==> src/rtl/spram_pkg.sv <==
// Shared constants and types for the single-port RAM arbiter.
//
// Contents:
//   DATA_WIDTH  - RAM word width
//   RAM_DEPTH   - number of RAM words
//   ADDR_WIDTH  - RAM address width, derived from RAM_DEPTH
//   addr_t      - RAM address type
//   data_t      - RAM data word type
package spram_pkg;

    localparam int DATA_WIDTH = 8;
    localparam int RAM_DEPTH  = 8;
    localparam int ADDR_WIDTH = $clog2(RAM_DEPTH);

    typedef logic [ADDR_WIDTH-1:0] addr_t;
    typedef logic [DATA_WIDTH-1:0] data_t;

endpackage : spram_pkg

==> src/rtl/spram_arbiter_if.sv <==
// Bundle of every signal the arbiter exchanges with its clients and with the
// RAM instance. Signal names keep the arbiter's point of view (_ip = into the
// arbiter, _op = out of the arbiter).
//
// Modports:
//   slave  - the arbiter itself
//   master - the surrounding logic (requesters plus the RAM)
//
// Signals:
//   req_ip        NUM_REQ              per-requester access request
//   we_ip         NUM_REQ              per-requester write(1)/read(0)
//   address_ip    NUM_REQ*ADDR_WIDTH   packed addresses, requester i at slice i
//   data_ip       NUM_REQ*DATA_WIDTH   packed write data, requester i at slice i
//   gnt_op        NUM_REQ              one-hot grant, same cycle as the access
//   rvalid_op     NUM_REQ              one-hot read-data-valid strobe
//   rdata_op      DATA_WIDTH           read data broadcast to all requesters
//   ram_we_op     1                    RAM write enable
//   ram_address_op ADDR_WIDTH          RAM address
//   ram_data_op   DATA_WIDTH           RAM write data
//   ram_rdata_ip  DATA_WIDTH           RAM read data, one cycle after address
interface spram_arbiter_if
    import spram_pkg::*;
#(
    parameter int NUM_REQ = 2
);

    logic [NUM_REQ-1:0]            req_ip;
    logic [NUM_REQ-1:0]            we_ip;
    logic [NUM_REQ*ADDR_WIDTH-1:0] address_ip;
    logic [NUM_REQ*DATA_WIDTH-1:0] data_ip;
    logic [NUM_REQ-1:0]            gnt_op;
    logic [NUM_REQ-1:0]            rvalid_op;
    data_t                         rdata_op;
    logic                          ram_we_op;
    addr_t                         ram_address_op;
    data_t                         ram_data_op;
    data_t                         ram_rdata_ip;

    modport slave (
        input  req_ip,
        input  we_ip,
        input  address_ip,
        input  data_ip,
        input  ram_rdata_ip,
        output gnt_op,
        output rvalid_op,
        output rdata_op,
        output ram_we_op,
        output ram_address_op,
        output ram_data_op
    );

    modport master (
        output req_ip,
        output we_ip,
        output address_ip,
        output data_ip,
        output ram_rdata_ip,
        input  gnt_op,
        input  rvalid_op,
        input  rdata_op,
        input  ram_we_op,
        input  ram_address_op,
        input  ram_data_op
    );

endinterface : spram_arbiter_if

==> src/rtl/spram_arbiter_rr_pick.sv <==
// Purely combinational round-robin picker.
//
// Searches the request vector starting at start_idx and wrapping modulo
// NUM_REQ; the first set request wins.
//
// Ports:
//   req         in   NUM_REQ  request vector
//   start_idx   in   IDXW     first index to examine
//   win_onehot  out  NUM_REQ  one-hot winner (all zero when nothing requests)
//   win_idx     out  IDXW     winner index (0 when nothing requests)
//   win_any     out  1        at least one request is set
module rr_pick #(
    parameter int NUM_REQ = 2,
    parameter int IDXW    = $clog2(NUM_REQ)
) (
    input  logic [NUM_REQ-1:0] req,
    input  logic [IDXW-1:0]    start_idx,
    output logic [NUM_REQ-1:0] win_onehot,
    output logic [IDXW-1:0]    win_idx,
    output logic               win_any
);

    // cand_idx[k] is the requester examined k-th in the search order.
    logic [IDXW-1:0]    cand_idx [NUM_REQ];
    logic [NUM_REQ-1:0] cand_req;

    genvar gi;
    generate
        for (gi = 0; gi < NUM_REQ; gi++) begin : g_cand
            logic [IDXW:0] sum;
            logic [IDXW:0] sum_wrapped;
            assign sum         = {1'b0, start_idx} + (IDXW+1)'(gi);
            assign sum_wrapped = sum - (IDXW+1)'(NUM_REQ);
            assign cand_idx[gi] = (sum >= (IDXW+1)'(NUM_REQ)) ? sum_wrapped[IDXW-1:0]
                                                              : sum[IDXW-1:0];
            assign cand_req[gi] = req[cand_idx[gi]];
        end
    endgenerate

    // Walk from the last candidate to the first so the earliest set
    // candidate in search order is the one left standing.
    always_comb begin
        win_idx = '0;
        win_any = 1'b0;
        for (int k = NUM_REQ - 1; k >= 0; k--) begin
            if (cand_req[k]) begin
                win_any = 1'b1;
                win_idx = cand_idx[k];
            end
        end
    end

    generate
        for (gi = 0; gi < NUM_REQ; gi++) begin : g_onehot
            assign win_onehot[gi] = win_any && (win_idx == IDXW'(gi));
        end
    endgenerate

endmodule : rr_pick

==> src/rtl/spram_arbiter.sv <==
// Shares one single-port synchronous RAM between NUM_REQ requesters.
//
// Round-robin arbitration with a bounded burst: the current owner keeps the
// RAM while it keeps requesting, for up to MAX_BURST consecutive grants when
// someone else is waiting; a lone requester is never forced to yield. The
// grant and the RAM access are issued combinationally in the same cycle, and
// read data returns one cycle later with a one-hot valid strobe.
//
// Ports:
//   clk_ip  in   1  clock, all state changes on the rising edge
//   rst_ip  in   1  synchronous active-high reset
//   bus     slave modport of spram_arbiter_if (requester and RAM signals)
//
// Parameters:
//   NUM_REQ   number of requesters, 2..4
//   MAX_BURST maximum consecutive grants to one owner while others wait, >=1
module spram_arbiter
    import spram_pkg::*;
#(
    parameter int NUM_REQ   = 2,
    parameter int MAX_BURST = 4
) (
    input  logic            clk_ip,
    input  logic            rst_ip,
    spram_arbiter_if.slave  bus
);

    localparam int IDXW = $clog2(NUM_REQ);
    localparam int CNTW = $clog2(MAX_BURST + 1);

    typedef logic [IDXW-1:0] idx_t;
    typedef logic [CNTW-1:0] cnt_t;

    localparam idx_t LAST_IDX = idx_t'(NUM_REQ - 1);
    localparam cnt_t BURST_MAX = cnt_t'(MAX_BURST);

    // Registered arbitration state.
    logic               owner_valid_reg;
    idx_t               last_owner_reg;
    cnt_t               burst_cnt_reg;
    logic [NUM_REQ-1:0] rvalid_reg;

    // Per-requester views of the packed buses.
    addr_t              addr_slice [NUM_REQ];
    data_t              data_slice [NUM_REQ];

    // Arbitration decision for the current cycle.
    idx_t               start_idx;
    logic [NUM_REQ-1:0] owner_mask;
    logic [NUM_REQ-1:0] others_req;
    logic               keep_owner;
    logic [NUM_REQ-1:0] pick_onehot;
    idx_t               pick_idx;
    logic               pick_any;
    idx_t               win_idx;
    logic [NUM_REQ-1:0] win_onehot;
    logic               issue;
    logic               same_owner;
    cnt_t               burst_cnt_next;

    genvar gi;
    generate
        for (gi = 0; gi < NUM_REQ; gi++) begin : g_slice
            assign addr_slice[gi] = bus.address_ip[gi*ADDR_WIDTH +: ADDR_WIDTH];
            assign data_slice[gi] = bus.data_ip[gi*DATA_WIDTH +: DATA_WIDTH];
            assign owner_mask[gi] = (last_owner_reg == idx_t'(gi));
        end
    endgenerate

    // The search begins just after the previous owner so it is examined last.
    assign start_idx = (last_owner_reg == LAST_IDX) ? '0 : idx_t'(last_owner_reg + 1'b1);

    rr_pick #(
        .NUM_REQ (NUM_REQ),
        .IDXW    (IDXW)
    ) u_rr_pick (
        .req        (bus.req_ip),
        .start_idx  (start_idx),
        .win_onehot (pick_onehot),
        .win_idx    (pick_idx),
        .win_any    (pick_any)
    );

    assign others_req = bus.req_ip & ~owner_mask;

    // The owner only has to give way once its burst is used up AND somebody
    // else is actually waiting.
    assign keep_owner = owner_valid_reg
                      && (|(bus.req_ip & owner_mask))
                      && ((burst_cnt_reg < BURST_MAX) || !(|others_req));

    assign win_idx    = keep_owner ? last_owner_reg : pick_idx;
    assign win_onehot = rst_ip ? '0 : (keep_owner ? owner_mask : pick_onehot);
    assign issue      = |win_onehot;

    // Grant and RAM access go out in the same cycle.
    assign bus.gnt_op         = win_onehot;
    assign bus.ram_we_op      = issue && bus.we_ip[win_idx];
    assign bus.ram_address_op = addr_slice[win_idx];
    assign bus.ram_data_op    = data_slice[win_idx];

    // Read return: the RAM output is broadcast, the strobe says whose it is.
    // The strobe is masked during reset so a read issued just before reset
    // never reports.
    assign bus.rvalid_op = rst_ip ? '0 : rvalid_reg;
    assign bus.rdata_op  = bus.ram_rdata_ip;

    assign same_owner     = owner_valid_reg && (win_idx == last_owner_reg);
    assign burst_cnt_next = !same_owner               ? cnt_t'(1) :
                            (burst_cnt_reg == BURST_MAX) ? burst_cnt_reg :
                                                        cnt_t'(burst_cnt_reg + 1'b1);

    always_ff @(posedge clk_ip) begin
        if (rst_ip) begin
            owner_valid_reg <= 1'b0;
            last_owner_reg  <= LAST_IDX;
            burst_cnt_reg   <= '0;
            rvalid_reg      <= '0;
        end else if (issue) begin
            owner_valid_reg <= 1'b1;
            last_owner_reg  <= win_idx;
            burst_cnt_reg   <= burst_cnt_next;
            rvalid_reg      <= bus.ram_we_op ? '0 : win_onehot;
        end else begin
            owner_valid_reg <= 1'b0;
            burst_cnt_reg   <= '0;
            rvalid_reg      <= '0;
        end
    end

endmodule : spram_arbiter
==> src/flat_wrapper.sv <==
// flat-port wrapper written by rule: the top's interface ports become plain ports
module spram_arbiter_flat import spram_pkg::*;
#(
    parameter int NUM_REQ   = 2,
    parameter int MAX_BURST = 4
)
  (clk_ip, rst_ip, bus_req_ip, bus_we_ip, bus_address_ip, bus_data_ip, bus_ram_rdata_ip, bus_gnt_op, bus_rvalid_op, bus_rdata_op, bus_ram_we_op, bus_ram_address_op, bus_ram_data_op);
  spram_arbiter_if #(.NUM_REQ(NUM_REQ)) bus_i ();
  input  logic clk_ip;
  input  logic rst_ip;
  input wire logic [$bits(bus_i.req_ip)-1:0] bus_req_ip;
  input wire logic [$bits(bus_i.we_ip)-1:0] bus_we_ip;
  input wire logic [$bits(bus_i.address_ip)-1:0] bus_address_ip;
  input wire logic [$bits(bus_i.data_ip)-1:0] bus_data_ip;
  input wire logic [$bits(bus_i.ram_rdata_ip)-1:0] bus_ram_rdata_ip;
  output wire logic [$bits(bus_i.gnt_op)-1:0] bus_gnt_op;
  output wire logic [$bits(bus_i.rvalid_op)-1:0] bus_rvalid_op;
  output wire logic [$bits(bus_i.rdata_op)-1:0] bus_rdata_op;
  output wire logic [$bits(bus_i.ram_we_op)-1:0] bus_ram_we_op;
  output wire logic [$bits(bus_i.ram_address_op)-1:0] bus_ram_address_op;
  output wire logic [$bits(bus_i.ram_data_op)-1:0] bus_ram_data_op;
  assign bus_i.req_ip = bus_req_ip;
  assign bus_i.we_ip = bus_we_ip;
  assign bus_i.address_ip = bus_address_ip;
  assign bus_i.data_ip = bus_data_ip;
  assign bus_i.ram_rdata_ip = bus_ram_rdata_ip;
  assign bus_gnt_op = bus_i.gnt_op;
  assign bus_rvalid_op = bus_i.rvalid_op;
  assign bus_rdata_op = bus_i.rdata_op;
  assign bus_ram_we_op = bus_i.ram_we_op;
  assign bus_ram_address_op = bus_i.ram_address_op;
  assign bus_ram_data_op = bus_i.ram_data_op;
  spram_arbiter #(.NUM_REQ(NUM_REQ), .MAX_BURST(MAX_BURST)) u_core (.clk_ip(clk_ip), .rst_ip(rst_ip), .bus(bus_i));
endmodule
==> config.mk <==
export PLATFORM = sky130hd
export DESIGN_NAME = spram_arbiter_flat
export DESIGN_NICKNAME = d
export VERILOG_FILES = /design/src/rtl/spram_pkg.sv /design/src/rtl/spram_arbiter_if.sv /design/src/rtl/spram_arbiter_rr_pick.sv /design/src/rtl/spram_arbiter.sv /design/src/flat_wrapper.sv
export SDC_FILE = /design/constraint.sdc
export NUM_CORES = 1
export LEC_CHECK = 0
export CAP_MARGIN = 25
export CORE_MARGIN = 1.5
export CORE_UTILIZATION = 32
export CTS_CLUSTER_SIZE = 16
export DETAILED_ROUTE_END_ITERATION = 16
export GPL_TIMING_DRIVEN = 0
export PLACE_DENSITY = 0.95
export SYNTH_ARGS = -nofsm -noshare
export SYNTH_HDL_FRONTEND = slang
export SYNTH_SLANG_ARGS = --single-unit
==> constraint.sdc <==
create_clock -name clk_ip -period 4.6 [get_ports clk_ip]
set_input_delay 0.92 -clock clk_ip [delete_from_list [all_inputs] [get_ports clk_ip]]
set_output_delay 0.92 -clock clk_ip [all_outputs]
set_load 0.1 [all_outputs]
==> reports/metrics.cfg, run 1 <==
[floorplan]
io_pins = 60
coreArea_sq_mm = 0.00180
die_w_um = 47.7
design.die.area_sq_mm = 0.00227
num_rows = 15
start_util = 0.354
fp.dieH_um = 47.7

[global_route]
grt_usage = 0.174
grt_pass1_vias = 643
grt_pass1_wl_mm = 2.72
antenna_found_initial = 0
overflow = 0
grt_max_degree = 11

[min_path]
hold_path.class = reg -> reg
hp-start = u_core.burst_cnt_reg[1]
hold_depth = 2

[cells_and_area]
layout_common_cells = 50 x clkdlybuf4s50_1, 8 x buf_4, 7 x mux2_4, 7 x nand2_1, 7 x dfxtp_1
final_area_sq_mm = 0.00120
n_antenna_cell = 0
final_cell_count_no_fill = 150
layout-drive-gt1-share = 0.224
largest_reg_flops = 3
syn_to_final_growth_pct = 88.2
final_common_cell = clkdlybuf4s50_1
fin_nets = 164

[power]
internal_power_uw = 167
switchingPower_uw = 167
p_comb_frac = 0.632
seqPwrFrac = 0.198
clkPwrFrac = 0.170
leakagePower_nw = 0.498
sw_frac_of_total = 0.500
power_density_mw_per_mm2 = 278
max-vdd-ir-drop_mv = 0.199

[synthesis]
ys_types = 28
syn_area_sq_um = 638
synthCells = 71
syn_area_per_cell_sq_um = 8.99
ys.flop_type = dfxtp_1
async_reset_ff_frac = 0
syn_nets = 109
ys_ff_latch = 7
synth_edf_count = 0
yosysSeqAreaShare = 0.220
ys_warn_count = 0

[setup_path]
critical_path_buf_inv_count = 4
critPathArrivalTime_ps = 3370
cp_top_family = buffers and inverters
slowest_stage = clkdlybuf4s50_1
cp_max_fo = 10
critical_path.startpoint_type = input port
crit_cells = 6
r2r_start = u_core.burst_cnt_reg[2]
reg2regPathDepth = 5
path_cells = clkdlybuf4s50_1 -> inv_1 -> o21ai_4 -> buf_6 -> mux2_4 -> clkdlybuf4s50_1
required_ps = 3680
crit_path_end_kind = output port
path_class = in -> out
slowest_delay_ps = 1130
crit_start = bus_req_ip[0]
worst_path_most_repeated_cell = clkdlybuf4s50_1

[clocking]
clk_pin_slew_ps = 50
cts_tree = built
cts-htree-levels = 1
postCtsSetupBuffers = 0
cts_buffers = 3
cts_buffer_depth = 2
cts_hold_buf = 0
post_cts_resized = 0
cts_root_buffer = clkbuf_4
clock-sinks = 7
clkLatencyLatePin_ps = 250

[timing]
rsz0062_at_grt = no
layout_min_cycle_time_ps = 4290
relSlewSlack = 0.335
skew_ps = 3.73
tns_ps = 0
whs_ps = 475
max_freq_ghz = 0.233
setup_viol = 0
slew_viol_final = 0
period_share = 0.934
hold_viol = 0
worst_pin_slew_ps = 994

[drt]
drt-vias-per-instance = 4.50
dr.pass1.iters = 4
antenna_left = 0
drc = 0
via_count = 675
routed_wl_mm = 2.02
wl_per_cell_um = 13.4
first_iter_violations = 6

[placement]
hpwlAfterDp_mm = 1.73
placed_area_sq_mm = 0.00117
portBuffers = 50
place_inst = 146
gp_congestion = 0.803

[flow_run]
cap_violations = 0

[status]
status = complete, no violations

-- layout make-up --
| cell class | count | area (sq um) |
|---|---|---|
| tap | 25 | 31.3 |
| inverter | 4 | 15.0 |
| sequential | 7 | 140 |
| clock buffer | 4 | 26.3 |
| timing repair buffer | 50 | 500 |
| buffer | 10 | 75.1 |
| multi-input combinational | 50 | 413 |
| fill | 157 | 601 |
-- routing by layer --
layer	routed length, um	share of wire	track usage	vias to the layer above
li1	-	-	-	343
met1	690	0.34	0.165	306
met2	1220	0.61	0.349	26
met3	103	0.051	0.0642	0
met4	0	0	0.0432	0
met5	0	0	0	-
-- worst paths after layout --
path | endpoint | slack [ps]
max | bus_ram_address_op[0] | 310
min | u_core.burst_cnt_reg[1] | 480
max reg2reg | u_core.rvalid_reg[1] | 3240
min reg2reg | u_core.burst_cnt_reg[1] | 480
-- Yosys cell counts, drive strengths merged (2+ instances only) --
cell | instances | area share
o21ai | 3 | 0.041
nor3 | 3 | 0.031
nor2 | 5 | 0.029
a21oi | 3 | 0.024
ha | 2 | 0.039
mux2 | 11 | 0.24
buf | 9 | 0.11
dfxtp | 7 | 0.22
a21o | 2 | 0.024
nand2 | 7 | 0.041
inv | 4 | 0.024
nor2b | 5 | 0.061
-- per-stage QoR --
stage	power, mW	setup WS (ps)	utilization
after floorplan	0.223	340	-
after global placement	0.276	344	0.652
after detailed placement	0.279	290	0.652
after CTS	0.337	294	0.667
after global routing	0.346	207	0.667
final	0.334	306	0.667
-- power groups by stage --
stage	Combinational (mW)	Clock [mW]	Sequential (mW)
3_5_place_dp	0.212	0	0.0675
2_1_floorplan	0.156	0	0.0669
5_1_grt	0.219	0.0610	0.0666
6_report	0.211	0.0568	0.0663
3_3_place_gp	0.209	0	0.0672
4_1_cts	0.212	0.0580	0.0663
-- tightest hold or removal path, delay by kind of cell, from the launching register on --
kind             cells  cell delay (ps)
AND/OR/NAND/NOR      1               60
flip-flops           1              320
AO/OA/AOI/OAI        1               50
-- cell families (layout without fill, tap and decap cells) --
group,count (synthesis),count (layout),synth area share
simple gates,23,23,0.192
buf+inv,14,68,0.141
compound gates,13,13,0.147
mux,11,11,0.235
flops,7,7,0.220
fa+ha+maj,2,2,0.0392
xor+xnor,1,1,0.0255
(Power assumes the default switching activity.)
==> run 2, diff against run 1 <==
--- a/config.mk
+++ b/config.mk
@@ -6,12 +6,11 @@
 export NUM_CORES = 1
 export LEC_CHECK = 0
 export CAP_MARGIN = 25
-export CORE_MARGIN = 1.5
 export CORE_UTILIZATION = 32
 export CTS_CLUSTER_SIZE = 16
 export DETAILED_ROUTE_END_ITERATION = 16
 export GPL_TIMING_DRIVEN = 0
-export PLACE_DENSITY = 0.95
+export PLACE_DENSITY = 0.84
 export SYNTH_ARGS = -nofsm -noshare
 export SYNTH_HDL_FRONTEND = slang
 export SYNTH_SLANG_ARGS = --single-unit
==> run 2 against run 1 <==
Net effect:
- register-to-register slack barely moved
- final area did not move
- routed wire length fell by 4.6%
- via count rose by 0.89%
- clock-buffer cell count did not move
- highest routed layer is now met4
- die area fell by 4.2%
- global-route usage rose by 0.12 points
- largest cell class unchanged
- critical path depth did not move
- sequential cell count did not move
- clock power fell by 1%
==> reports/metrics.cfg, run 2 (synthesis gave the netlist of run 1 again) <==
[cells_and_area]
syn_to_final_growth_pct = 88.2
layout-drive-gt1-share = 0.224
fin_nets = 164
final_area_sq_mm = 0.00120
largest_reg_flops = 3
final_cell_count_no_fill = 150
layout_common_cells = 50 x clkdlybuf4s50_1, 8 x buf_4, 7 x mux2_4, 7 x nand2_1, 7 x dfxtp_1
final_common_cell = clkdlybuf4s50_1
n_antenna_cell = 0

[drt]
first_iter_violations = 7
wl_per_cell_um = 12.8
antenna_left = 0
drt-vias-per-instance = 4.54
via_count = 681
routed_wl_mm = 1.92
dr.pass1.iters = 4
drc = 0

[min_path]
hold_path.class = reg -> reg

[global_route]
antenna_found_initial = 0
grt_usage = 0.176
grt_pass1_wl_mm = 2.57
grt_max_degree = 11
grt_pass1_vias = 619
overflow = 0

[floorplan]
fp.dieH_um = 46.7
die_w_um = 46.7
design.die.area_sq_mm = 0.00218
io_pins = 60
coreArea_sq_mm = 0.00180
start_util = 0.354
num_rows = 15

[power]
internal_power_uw = 167
sw_frac_of_total = 0.499
p_comb_frac = 0.633
clkPwrFrac = 0.168
leakagePower_nw = 0.498
seqPwrFrac = 0.199
power_density_mw_per_mm2 = 278
switchingPower_uw = 166
max-vdd-ir-drop_mv = 0.146
p_total_uw = 333

[setup_path]
slowest_stage = clkdlybuf4s50_1
required_ps = 3680
worst_path_most_repeated_cell = clkdlybuf4s50_1
cp_max_fo = 10
slowest_delay_ps = 1130
critPathArrivalTime_ps = 3370
path_cells = clkdlybuf4s50_1 -> inv_1 -> o21ai_4 -> buf_6 -> mux2_4 -> clkdlybuf4s50_1
critical_path.startpoint_type = input port
crit_path_end_kind = output port
path_class = in -> out

[status]
status = complete, no violations

[clocking]
cts_buffers = 3
cts_root_buffer = clkbuf_4
cts-htree-levels = 1
cts_tree = built
clock-sinks = 7
clk_pin_slew_ps = 50
cts_hold_buf = 0
post_cts_resized = 0
clkLatencyLatePin_ps = 250
cts_buffer_depth = 2
postCtsSetupBuffers = 0

[timing]
hold_viol = 0
max_freq_ghz = 0.233
whs_ps = 475
skew_ps = 1.69
worst_pin_slew_ps = 987
setup_viol = 0
slew_viol_final = 0
layout_min_cycle_time_ps = 4290
period_share = 0.933
relSlewSlack = 0.340
tns_ps = 0
rsz0062_at_grt = no

[placement]
portBuffers = 50
place_inst = 146
placed_area_sq_mm = 0.00117
gp_congestion = 0.735
hpwlAfterDp_mm = 1.64

[flow_run]
cap_violations = 0

[run 2: cell counts in the layout (fill, tap and decap cells not counted)]
No cell type changed its count.
[run 2: power by group through the flow]
stage / Sequential, mW / Combinational [mW] / Clock, mW
after global routing: 0.0664 / 0.218 / 0.0651
after detailed placement: 0.0674 / 0.212 / 0
after global placement: 0.0673 / 0.209 / 0
after floorplan: 0.0669 / 0.156 / 0
after CTS: 0.0661 / 0.212 / 0.0599
final: 0.0663 / 0.211 / 0.0560
[run 2: worst paths after layout]
kind | startpoint | end | slack, ps | cells after the start
max | bus_req_ip[0] | bus_ram_address_op[0] | 310 | 6
min | u_core.burst_cnt_reg[1] | u_core.burst_cnt_reg[1] | 470 | 2
max reg2reg | u_core.burst_cnt_reg[2] | u_core.rvalid_reg[1] | 3240 | 5
min reg2reg | u_core.burst_cnt_reg[1] | u_core.burst_cnt_reg[1] | 470 | 2
[run 2: metrics by stage]
stage | util | worst slack [ps]
floorplan | - | 340
global placement | 0.652 | 324
detailed placement | 0.652 | 296
CTS | 0.667 | 298
global route | 0.667 | 220
finish | 0.667 | 308
[run 2: per-layer routing]
layer,track usage,vias up,part of all wire
met5,0,-,0
met4,0.0800,0,0.011
met3,0.0667,4,0.040
met2,0.344,23,0.62
met1,0.152,312,0.33
li1,-,342,-
[run 2: cell type report]
type / instances / area [sq um]
Sequential cell: 7 / 140
Fill cell: 162 / 601
Inverter: 4 / 15.0
Clock buffer: 4 / 26.3
Buffer: 10 / 75.1
Tap cell: 25 / 31.3
Multi-Input combinational cell: 50 / 413
Timing Repair Buffer: 50 / 500
[run 2: worst max-delay path: cells and delay by family]
kind | cells | cell delay (ps)
muxes | 1 | 170
buffers and inverters | 4 | 2030
AOI/OAI and AO/OA | 1 | 240
